==> config.mk <==
export PLATFORM = sky130hd
export DESIGN_NAME = effects_chain_sequencer
export DESIGN_NICKNAME = d
export VERILOG_FILES = /design/src/rtl/effects_chain_sequencer_pkg.sv /design/src/rtl/fx_stage_watchdog.sv /design/src/rtl/effects_chain_sequencer.sv
export SDC_FILE = /design/constraint.sdc
export NUM_CORES = 1
export LEC_CHECK = 0
export BUFFER_PORTS_ARGS = -buffer_cell sky130_fd_sc_hd__clkbuf_2
export CAP_MARGIN = 20
export CORE_MARGIN = 4
export CORE_UTILIZATION = 40
export DETAILED_ROUTE_END_ITERATION = 16
export PLACE_DENSITY = 0.7
export SLEW_MARGIN = 5
export SYNTH_ARGS = -nofsm -noshare
export SYNTH_HDL_FRONTEND = slang
export SYNTH_HIERARCHICAL = 1
export SYNTH_SLANG_ARGS = --single-unit
==> constraint.sdc <==
create_clock -name clock -period 5.7 [get_ports clock]
set_input_delay 1.14 -clock clock [delete_from_list [all_inputs] [get_ports clock]]
set_output_delay 1.14 -clock clock [all_outputs]
set_load 0.02 [all_outputs]
==> src/rtl/effects_chain_sequencer_pkg.sv <==
// Shared types and helpers for the effects chain sequencer: FSM states, default
// parameters, watchdog counter sizing and the saturating statistics increment.
package effects_chain_sequencer_pkg;

   typedef enum logic [1:0] {
      S_IDLE,
      S_LAUNCH,
      S_WAIT,
      S_OUTPUT
   } state_t;

   localparam int DEF_WIDTH      = 12;
   localparam int DEF_NUM_STAGES = 4;
   localparam int DEF_TIMEOUT    = 48;
   localparam int STAT_W         = 8;

   // Watchdog counter must be able to hold the value TIMEOUT itself.
   function automatic int timer_width(input int timeout);
      return $clog2(timeout + 1);
   endfunction

   function automatic logic [STAT_W-1:0] sat_inc(input logic [STAT_W-1:0] value,
                                                 input logic              inc);
      return (inc && (value != '1)) ? value + 1'b1 : value;
   endfunction

endpackage

==> src/rtl/fx_stage_watchdog.sv <==
// Per-stage wait timer: clear restarts the count, enable advances it while a
// stage is pending, and expired rises once TIMEOUT wait cycles have elapsed.
module fx_stage_watchdog
   import effects_chain_sequencer_pkg::*;
#(
   parameter int TIMEOUT = DEF_TIMEOUT
) (
   input  logic clock,
   input  logic reset,
   input  logic clear,
   input  logic enable,
   output logic expired
);

   localparam int CNT_W = timer_width(TIMEOUT);

   logic [CNT_W-1:0] count;

   // Clear loads 1 so that count equals the number of the current wait cycle.
   always_ff @(posedge clock) begin
      if (reset) begin
         count <= '0;
      end else if (clear) begin
         count <= CNT_W'(1);
      end else if (enable && !expired) begin
         count <= count + 1'b1;
      end
   end

   assign expired = (count >= CNT_W'(TIMEOUT));

endmodule

==> src/rtl/effects_chain_sequencer.sv <==
// Sequences one sample per ready strobe through NUM_STAGES start/done effect stages,
// with per-stage bypass, timeout skip and sticky error flags. Build option FX_SEQ_STATS_EN.
module effects_chain_sequencer
   import effects_chain_sequencer_pkg::*;
#(
   parameter int WIDTH      = DEF_WIDTH,
   parameter int NUM_STAGES = DEF_NUM_STAGES,
   parameter int TIMEOUT    = DEF_TIMEOUT
) (
   input  logic                        clock,
   input  logic                        reset,
   input  logic                        ready,
   input  logic [WIDTH-1:0]            sample_in,
   input  logic [NUM_STAGES-1:0]       bypass_mask,
   input  logic                        err_clear,
   output logic [NUM_STAGES-1:0]       stage_start,
   output logic [WIDTH-1:0]            stage_in,
   input  logic [NUM_STAGES*WIDTH-1:0] stage_out,
   input  logic [NUM_STAGES-1:0]       stage_done,
   output logic [WIDTH-1:0]            sample_out,
   output logic                        sample_valid,
   output logic                        busy,
   output logic                        overrun,
`ifdef FX_SEQ_STATS_EN
   output logic [STAT_W-1:0]           timeout_count,
   output logic [STAT_W-1:0]           drop_count,
`endif
   output logic                        timeout_err
);

   localparam int IDX_W = (NUM_STAGES > 1) ? $clog2(NUM_STAGES) : 1;
   localparam logic [IDX_W-1:0] LAST_IDX = IDX_W'(NUM_STAGES - 1);

   state_t            state;
   logic [IDX_W-1:0]  idx;
   logic [WIDTH-1:0]  acc;
   logic [NUM_STAGES-1:0] mask;

   logic expired;
   logic first_wait;
   logic done_hit;
   logic timeout_hit;
   logic drop_hit;
   logic advance;
   logic [WIDTH-1:0] next_acc;

   // The start pulse only exists in the first wait cycle, so it doubles as that marker.
   assign first_wait  = |stage_start;
   assign done_hit    = (state == S_WAIT) && !first_wait && stage_done[idx];
   assign timeout_hit = (state == S_WAIT) && expired && !done_hit;
   assign drop_hit    = ready && (state != S_IDLE);
   assign advance     = ((state == S_LAUNCH) && mask[idx]) || done_hit || timeout_hit;
   assign next_acc    = done_hit ? stage_out[int'(idx)*WIDTH +: WIDTH] : acc;
   assign busy        = (state != S_IDLE);

   fx_stage_watchdog #(.TIMEOUT(TIMEOUT)) u_watchdog (
      .clock   (clock),
      .reset   (reset),
      .clear   (state == S_LAUNCH),
      .enable  (state == S_WAIT),
      .expired (expired)
   );

   always_ff @(posedge clock) begin
      if (reset) begin
         state        <= S_IDLE;
         idx          <= '0;
         acc          <= '0;
         mask         <= '0;
         stage_start  <= '0;
         stage_in     <= '0;
         sample_out   <= '0;
         sample_valid <= 1'b0;
         overrun      <= 1'b0;
         timeout_err  <= 1'b0;
      end else begin
         // NOTE: pulse outputs default low here; later assignments in this block win.
         stage_start  <= '0;
         sample_valid <= 1'b0;
         overrun      <= (overrun & ~err_clear) | drop_hit;
         timeout_err  <= (timeout_err & ~err_clear) | timeout_hit;

         case (state)
            S_IDLE: begin
               if (ready) begin
                  acc   <= sample_in;
                  mask  <= bypass_mask;
                  idx   <= '0;
                  state <= S_LAUNCH;
               end
            end
            S_LAUNCH: begin
               if (!mask[idx]) begin
                  state       <= S_WAIT;
                  stage_start <= NUM_STAGES'(1) << idx;
                  stage_in    <= acc;
               end
            end
            S_WAIT:   acc   <= next_acc;
            S_OUTPUT: state <= S_IDLE;
            default:  state <= S_IDLE;
         endcase

         if (advance) begin
            if (idx == LAST_IDX) begin
               state        <= S_OUTPUT;
               sample_out   <= next_acc;
               sample_valid <= 1'b1;
            end else begin
               idx   <= idx + 1'b1;
               state <= S_LAUNCH;
            end
         end
      end
   end

`ifdef FX_SEQ_STATS_EN
   always_ff @(posedge clock) begin
      if (reset) begin
         timeout_count <= '0;
         drop_count    <= '0;
      end else begin
         timeout_count <= sat_inc(err_clear ? STAT_W'(0) : timeout_count, timeout_hit);
         drop_count    <= sat_inc(err_clear ? STAT_W'(0) : drop_count, drop_hit);
      end
   end
`endif

endmodule
==> summary.md <==
| Metric | Value |
|---|---|
| Fin. Hold Viols | 0 |
| Net switching fraction of the power | 36.10% |
| Largest area contributor in the netlist | dfxtp_1 |
| Total power draw | 1.426 mW |
| Leak | 1.619 nW |
| Slew Viols, Final | 0 |
| Crit Path Max Fanout | 15 |
| ANT cells | 0 |
| Startpoint types | register |
| Initial Util | 41.54% |
| Die width | 95.26 microns |
| I/O Pins | 104 |
| Inst Count DP | 490 |
| Status | completed |
| Most area-consuming cells after synthesis | dfxtp_1, mux4_2, a21oi_1 |
| Final Cycle Share | 57.58% |
| Core area | 0.007331 sq mm |
| Layout Cells excl Fill | 506 |
| Final Cell Area | 0.003776 sq mm |
| Yosys warnings | 6 |
| Final Util | 51.51% |
| Min Tclk post-route | 3.282 ns |
| DP HPWL | 6395 microns |
| Maxcap violations | 0 |
| Gate Count Post-Synth | 309 |
| Reg2Reg Setup Slack | 2.42 ns |
| Crit. End Element | register |
| NetSw | 0.5149 mW |
| Fillers | 685 |
| Cts bufs inserted | 9 |
| Syn Nets | 388 |
| Setup bufs post-CTS | 0 |
| Grt total ovfl | 0 |
| Skew final | 0.006445 ns |
| Post-synth EDFFs | 0 |
| Antenna violations before repair | 0 |
| Multi-input logic area | 0.001708 sq mm |
| Vias in the first global route | 2585 |
| Overall Global Routing Usage | 18.85% |
| Max Fclk | 304.7 MHz |
| First-pass DRT Iterations | 4 |
| Internal power | 0.9114 mW |
| Combinational share of power | 33.8% |
| Clock Tree Buf Depth | 2 |
| Final wirelength | 8255 microns |
| CTS tree | yes |
| Sequential power share | 36.2% |
| # nets final | 481 |
| Post-synthesis sequential area ratio | 37.47% |
| Iter 0 DRT Violations | 192 |
| Crit path DAT | 3.47 ns |
| Clock slew at reported path FFs | 0.07 ns |
| Yosys cell types | 49 |
| Row count | 31 |
| Post-route ant nets | 0 |
| Critical path class | register to register |
| Share of layout cells above drive strength 1 | 37.35% |
| Asr flop ratio synth | 0% |
| Routed len/inst | 16.31 microns |
| Main flop type after synthesis | dfxtp_1 |
| CP required | 5.89 ns |
| Clk pwr share | 30.0% |
| Worst Hold Class | register to register |
| Worst Tran Pin Value | 0.9745 ns |
| Final setup vio count | 0 |
| Setup ws final | 2.418 ns |
| Vias/cell | 5.332 |
| Synthesized area | 0.003045 sq mm |
| CTS root buffer | clkbuf_8 |
| Hold-fix buffer count after cts | 0 |
| # clock sinks | 57 |
| RSZ-0062 raised after global routing | false |
| Hold_ws | 0.4670 ns |
| FF+latch area | 0.001141 sq mm |
| H-tree lvl count | 3 |
| GPL Wtd Cong | 0.8330 |
| Seq cells post-synth | 57 |
| Worst VDD drop | 0.1483 mV |
| # DRC | 0 |
| Synth Area per Inst | 9.856 sq um |
| Port buffer count | 103 |
| Dpl cell area | 0.003548 sq mm |
| Die area | 0.009074 sq mm |
| Max_slew headroom | 35.04% |
| Cts repair resizes | 0 |
| P per Cell Area | 377.7 mW/mm^2 |
| Chip height | 95.26 microns |
| Via count | 2698 |
| Layout area overhead | 23.99% |
| Final setup TNS | 0 ns |
| Pre-CTS setup slack | 2.490 ns |
| Yosys top cell area share | 37.47% |
| Worst-Skew Late Latency | 0.34 ns |
| Largest net degree at the start of global routing | 48 |
| First-pass GRT wire length | 12980 microns |
-- worst paths after layout --
| kind | start | endpoint | cells past startpoint |
|---|---|---|---|
| hold / removal | mask[0]$_SDFFE_PP0P_ | mask[0]$_SDFFE_PP0P_ | 2 |
| setup reg to reg | state[0]$_SDFFE_PP0P_ | sample_out[7]$_SDFFE_PP0P_ | 6 |
| setup / recovery | state[0]$_SDFFE_PP0P_ | sample_out[7]$_SDFFE_PP0P_ | 6 |
| hold reg to reg | mask[0]$_SDFFE_PP0P_ | mask[0]$_SDFFE_PP0P_ | 2 |
-- layout by cell type, fill, tap and decap left out, types with 9 or more instances in the layout --
| master | n |
|---|---|
| mux4_2 | 12 |
| o31ai_2 | 9 |
| inv_1 | 12 |
| nor2_1 | 43 |
| a21oi_1 | 44 |
| o2bb2ai_1 | 12 |
| clkbuf_2 | 103 |
| mux2i_1 | 17 |
| dfxtp_1 | 57 |
| nand2_1 | 11 |
| and4_1 | 12 |
| clkbuf_8 | 9 |
-- synth_stat cells, drive strengths merged, types with 2 or more instances --
library cell and n:
dfxtp 57, a21oi 45, nor2 43, mux2i 17
mux4 14, buf 13, and4 12, inv 12
o2bb2ai 12, nand2 11, o31ai 11, clkbuf 10
ha 7, nand3 7, nand2b 5, o21ai 4
nor4b 3, a211oi 2, and3 2, o22ai 2
or3 2
-- worst max-delay path: stages, from the launching register on --
cell,delay [ns]
dfxtp_1,0.35
inv_1,0.09
ha_1,0.28
nor4b_2,0.78
nand3_1,0.63
a21oi_1,0.85
a21oi_1,0.15
-- sequential cells by signal, summed over array words and instances, names as in the netlist --
register and flops:
acc 12, sample_out 12, stage_in 12, u_watchdog/count 6, mask 4, stage_start 4
idx 2, state 2, overrun 1, sample_valid 1, timeout_err 1
-- cell families (layout without fill, tap and decap cells) --
group	count (synthesis)	count (layout)	share of synthesized area (%)
mux	32	32	16.56
simple gates	90	90	15.69
compound gates	87	87	20.67
flops	57	57	37.47
buf+inv	35	133	6.450
fa+ha+maj	7	7	2.876
xor+xnor	1	1	0.2876
-- power by group through the flow --
| stage | registers, mW | logic, mW | clock network [mW] |
|---|---|---|---|
| after floorplan | 0.520 | 0.380 | 0 |
| after global placement | 0.522 | 0.471 | 0 |
| after detailed placement | 0.525 | 0.479 | 0 |
| after CTS | 0.516 | 0.481 | 0.435 |
| after global routing | 0.527 | 0.526 | 0.453 |
| final | 0.516 | 0.482 | 0.428 |
-- routing by layer --
metal	GRT usage, %	part of all wire [%]	vias up
met4	7.452	2.0	0
met1	25.49	45	1269
met5	0	0	-
met3	4.499	5.2	12
met2	28.92	48	78
li1	-	-	1339
-- area by class of cell --
type	instances	area share, %
clock buffer	9	3.280
multi-input combinational	217	45.23
timing repair buffer	105	14.05
sequential	57	30.22
clock inverter	7	2.750
inverter	12	1.193
tap	99	3.280
No activity file was read; power rests on OpenSTA's default activity.
